## src/rtl/tx_engine.sv

```systemverilog
// tx_engine: UART transmit engine. Pops one byte at a time from a TX FIFO and
// serialises it as start bit, eight data bits (LSB first) and a stop bit, each
// bit lasting OSR pulses of the external oversample strobe.
`timescale 1ns/1ps

module tx_engine #(
    parameter int OSR = 16
) (
    input  logic       clk_i,
    input  logic       reset_i,
    input  logic       osr_tick_i,
    input  logic       tx_fifo_empty_i,
    input  logic       tx_fifo_valid_i,
    input  logic [7:0] tx_fifo_data_i,
    output logic       tx_fifo_ren_o,
    input  logic       tx_en_i,
    output logic       tx_busy_o,
    output logic       transmit_bit_o
);

    localparam int CNT_W = (OSR > 2) ? $clog2(OSR) : 1;
    localparam logic [CNT_W-1:0] CNT_LAST = CNT_W'(OSR - 1);
    localparam logic [3:0] IDX_START = 4'd0;
    localparam logic [3:0] IDX_STOP  = 4'd9;
    localparam logic [3:0] IDX_END   = 4'd10;

    typedef enum logic [1:0] {
        IDLE  = 2'd0,
        FETCH = 2'd1,
        SEND  = 2'd2
    } state_t;

    state_t           state_q;
    logic [CNT_W-1:0] osr_cnt_q;
    logic [CNT_W-1:0] osr_cnt_d;
    logic             baud_tick_r;
    logic             baud_tick_d;
    logic [3:0]       bit_idx_q;
    logic [7:0]       shift_q;
    logic             ren_q;
    logic             line_q;

    // Oversample counter: parked at zero outside SEND, wraps every OSR strobes
    // and flags the wrap so the bit boundary is seen one clock later.
    always_comb begin
        osr_cnt_d   = osr_cnt_q;
        baud_tick_d = 1'b0;
        if (state_q != SEND) begin
            osr_cnt_d = '0;
        end else if (osr_tick_i) begin
            if (osr_cnt_q == CNT_LAST) begin
                osr_cnt_d   = '0;
                baud_tick_d = 1'b1;
            end else begin
                osr_cnt_d = osr_cnt_q + 1'b1;
            end
        end
    end

    // Oversample counter and baud strobe registers.
    always_ff @(posedge clk_i or negedge reset_i) begin
        if (!reset_i) begin
            osr_cnt_q   <= '0;
            baud_tick_r <= 1'b0;
        end else begin
            osr_cnt_q   <= osr_cnt_d;
            baud_tick_r <= baud_tick_d;
        end
    end

    // Frame sequencer: fetch handshake, bit index, shift register and line.
    always_ff @(posedge clk_i or negedge reset_i) begin
        if (!reset_i) begin
            state_q   <= IDLE;
            ren_q     <= 1'b0;
            line_q    <= 1'b1;
            bit_idx_q <= '0;
            shift_q   <= '0;
        end else begin
            case (state_q)
                IDLE: begin
                    line_q <= 1'b1;
                    if (tx_en_i && !tx_fifo_empty_i) begin
                        state_q <= FETCH;
                        ren_q   <= 1'b1;
                    end else begin
                        ren_q <= 1'b0;
                    end
                end
                FETCH: begin
                    // Only one pop request per frame; afterwards just wait for data.
                    ren_q <= 1'b0;
                    if (tx_fifo_valid_i) begin
                        shift_q   <= tx_fifo_data_i;
                        bit_idx_q <= IDX_START;
                        state_q   <= SEND;
                    end
                end
                SEND: begin
                    ren_q <= 1'b0;
                    if (baud_tick_r) begin
                        if (bit_idx_q == IDX_END) begin
                            // End of the stop-bit period: line stays high.
                            line_q    <= 1'b1;
                            bit_idx_q <= '0;
                            state_q   <= IDLE;
                        end else begin
                            bit_idx_q <= bit_idx_q + 4'd1;
                            if (bit_idx_q == IDX_START) begin
                                line_q <= 1'b0;
                            end else if (bit_idx_q == IDX_STOP) begin
                                line_q <= 1'b1;
                            end else begin
                                line_q  <= shift_q[0];
                                shift_q <= {1'b0, shift_q[7:1]};
                            end
                        end
                    end
                end
                default: begin
                    state_q <= IDLE;
                    ren_q   <= 1'b0;
                    line_q  <= 1'b1;
                end
            endcase
        end
    end

    assign tx_fifo_ren_o  = ren_q;
    assign tx_busy_o      = (state_q != IDLE);
    assign transmit_bit_o = line_q;

endmodule

```

## config.mk

```make
export PLATFORM = sky130hd
export DESIGN_NAME = tx_engine
export DESIGN_NICKNAME = d
export VERILOG_FILES = /design/src/rtl/tx_engine.sv
export SDC_FILE = /design/constraint.sdc
export NUM_CORES = 1
export LEC_CHECK = 0
export CAP_MARGIN = 20
export CELL_PAD_IN_SITES_DETAIL_PLACEMENT = 1
export CELL_PAD_IN_SITES_GLOBAL_PLACEMENT = 2
export CORE_UTILIZATION = 35
export CTS_BUF_LIST = sky130_fd_sc_hd__clkbuf_4 sky130_fd_sc_hd__clkbuf_8
export CTS_CLUSTER_DIAMETER = 150
export CTS_CLUSTER_SIZE = 16
export DETAILED_ROUTE_END_ITERATION = 16
export PLACE_DENSITY_LB_ADDON = 0.1
export SLEW_MARGIN = 5
export SYNTH_ARGS = -nofsm -noshare
export SYNTH_HDL_FRONTEND = slang
export SYNTH_SLANG_ARGS = --single-unit
```

## constraint.sdc

```tcl
create_clock -name clk_i -period 2.5 [get_ports clk_i]
set_input_delay 0.5 -clock clk_i [delete_from_list [all_inputs] [get_ports clk_i]]
set_output_delay 0.5 -clock clk_i [all_outputs]
set_load 0.01 [all_outputs]
```

==> impl_metrics.env <==
export IMPL_status="finished, final reports clean"
export IMPL_worstSetupPathType="reg -> out"
export IMPL_drive_gt1_share_pct=14.8
export IMPL_slew_violations=0
export IMPL_drt_iter0_markers=37
export IMPL_place_area_mm2=0.00136
export IMPL_ctsResizeCount=0
export IMPL_die_area_mm2=0.00352
export IMPL_finalHoldViolCount=0
export IMPL_synth_area_mux_share_pct=10.9
export IMPL_design_core_area_mm2=0.00308
export IMPL_start_util_pct=37.4
export IMPL_leakage_nw=0.619
export IMPL_port_buffers=16
export IMPL_worst_setup_path_start_kind="register"
export IMPL_cts_max_level=1
export IMPL_cts_sinks=21
export IMPL_critPathTopFamily="buffers and inverters"
export IMPL_ys_async_sr_fraction_pct=100
export IMPL_fin_crit_ns=2.02
export IMPL_powerDensity_mw_per_mm2=946
export IMPL_antenna_cells=0
export IMPL_cp_required_ns=2.00
export IMPL_grt_pass1_wl_um=4240
export IMPL_cts_root_buf="clkbuf_4"
export IMPL_clk_pin_slew_ns=0.12
export IMPL_area_growth_syn_to_layout_pct=20.9
export IMPL_synth_top_cell_by_area="dfrtp_1"
export IMPL_cts_made_buffers=3
export IMPL_cts_path_max_buffers=2
export IMPL_final_common_cell="nand2_1"
export IMPL_ir_worst_vdd_mv=0.324
export IMPL_drc=0
export IMPL_crit_chain="or2_1, clkdlybuf4s50_1"
export IMPL_grt_pass1_vias=923
export IMPL_synthDistinctLibCells=37
export IMPL_drt_first_pass_iters=3
export IMPL_nets=151
export IMPL_synth_seq_cells=21
export IMPL_cp_arrival_ns=1.52
export IMPL_die_w_um=59.3
export IMPL_skew_ns=0.00480
export IMPL_cts_tree="yes"
export IMPL_synth_compound_area_share_pct=14.6
export IMPL_viasPerCell=4.94
export IMPL_synth_top_area_share_pct=43.5
export IMPL_ios=17
export IMPL_wl_per_cell_um=13.7
export IMPL_synth_simple_gate_area_share_pct=21.7
export IMPL_finalCritPeriodShare_pct=80.7
export IMPL_synthTopCellsByArea="dfrtp_1 44%, mux2_4 9.1%, nand2_1 8.8%"
export IMPL_rows=20
export IMPL_antenna_found_initial=0
export IMPL_synth_fa_ha_area_share_pct=1.09
export IMPL_die_h_um=59.3
export IMPL_dpl_hpwl_um=1780
export IMPL_ys_flop_type="dfrtp_1"
export IMPL_hold_buffers=0
export IMPL_totalWireLength_um=2460
export IMPL_setup_viol=0
export IMPL_slowest_stage="clkdlybuf4s50_1"
export IMPL_dr_total_vias=884
export IMPL_synth_top_family_by_area="simple AND/OR/NAND/NOR gates"
export IMPL_fin_area_mm2=0.00139
export IMPL_most_common_layout_cells="27 x nand2_1, 20 x dfrtp_1, 16 x clkdlybuf4s50_1"
export IMPL_slew_headroom_pct=66.4
export IMPL_avgSynthCellArea_um2=9.83
export IMPL_ys_warn_count=0
export IMPL_clkLatencyLatePin_ns=0.30
export IMPL_worst_pin_slew_ns=0.503
export IMPL_timing_setup_tns_ns=0
export IMPL_maxCapViolCount=0
export IMPL_synthCells=117
export IMPL_endpoint_kind="output pin"
export IMPL_synth_seq_area_share_pct=45.8
export IMPL_cp_slowest_stage_delay_ns=0.48
export IMPL_path_buf_inv=1
export IMPL_hold_class="reg -> reg"
export IMPL_syn_nets=132
export IMPL_synth_area_mm2=0.00115
export IMPL_synth_edf_count=0
export IMPL_place_gp_congestion=0.723
export IMPL_ant_nets=0
export IMPL_path_max_fanout=7
export IMPL_rsz0062_at_grt="no"
export IMPL_synthXorXnorAreaFrac_pct=1.52
export IMPL_grt_usage_pct=16.3
export IMPL_clock_fmax_ghz=0.496
export IMPL_grt_remaining_overflow=0
export IMPL_grt_max_degree=22
export IMPL_cts_setup_buffers=0
## final cells by class
type,count,area (um2)
fillers,360,1690
multi-input cells,85,572
flip-flops and latches,21,527
repair buffers,20,190
well taps,44,55.1
clock buffers,3,22.5
inverters,5,18.8
clock inverters,1,5.00
## registers in the layout, indices dropped and copies added, names as in the netlist
signal	flops
baud_tick_r	1
transmit_bit_o	1
osr_cnt_q	4
shift_q	8
state_q	2
bit_idx_q	4
tx_fifo_ren_o	1
## where the power goes
group	total, mW	switching, mW	internal, mW
clock	0.166	0.106	0.0596
combinational	0.540	0.255	0.285
sequential	0.609	0.138	0.471
## logic make-up (layout without fill, tap and decap cells)
family                     count (synthesis)  after routing
AOI/OAI and AO/OA                         23             23
muxes                                      9              9
xor gates and xnor gates                   2              2
buffers and inverters                     11             29
DFF                                       21             21
and+or+nand+nor                           50             50
adders and majority gates                  1              1
## worst reg2reg max path: cells and delay by family, from the launching register on
family           cells  cell delay [ns]
XOR/XNOR             1             0.21
multiplexers         1             0.35
flip-flops           1             0.52
AO/OA/AOI/OAI        1             0.20
AND/OR/NAND/NOR      1             0.44
## cell usage after synthesis, drive strengths merged, types with 2 or more instances
cell type,number
mux2,7
nand2b,2
o21ai,6
o211ai,2
xor2,2
nor2b,4
clkbuf,3
inv,5
nor2,6
nor3b,4
dfrtp,20
buf,3
a21oi,6
or4,2
nand2,27
mux2i,2
## per-stage QoR
stage / std cells / hold slack, ns / power (mW) / utilization [%] / setup slack (ns)
3_3_place_gp: 175 / 0.464 / 1.13 / 44.3 / 0.538
3_5_place_dp: 175 / 0.471 / 1.17 / 44.3 / 0.492
2_1_floorplan: 117 / 0.204 / 1.00 / - / 0.726
6_report: 179 / 0.482 / 1.31 / 45.2 / 0.482
5_1_grt: 179 / 0.527 / 1.43 / 45.2 / 0.392
4_1_cts: 179 / 0.490 / 1.34 / 45.2 / 0.453
## layer usage
layer / global-route usage (%) / vias up / part of all wire [%]
met5: 0 / - / 0
met4: 6.12 / 0 / 0.77
met3: 2.62 / 2 / 2.8
met2: 28.1 / 13 / 47
met1: 20.3 / 428 / 49
li1: - / 441 / -
## path summary, 6_finish.rpt
check,from,to,slack [ns],cells past startpoint
worst max register to register,bit_idx_q[0],shift_q[4],0.69,4
min in group asynchronous,reset_i,state_q[1],0.53,2
worst max-delay path,state_q[0],tx_busy_o,0.48,2
max in group asynchronous,reset_i,transmit_bit_o,1.69,2
worst min-delay path,transmit_bit_o,transmit_bit_o,0.48,2
worst min register to register,transmit_bit_o,transmit_bit_o,0.48,2
(Power assumes the default switching activity.)
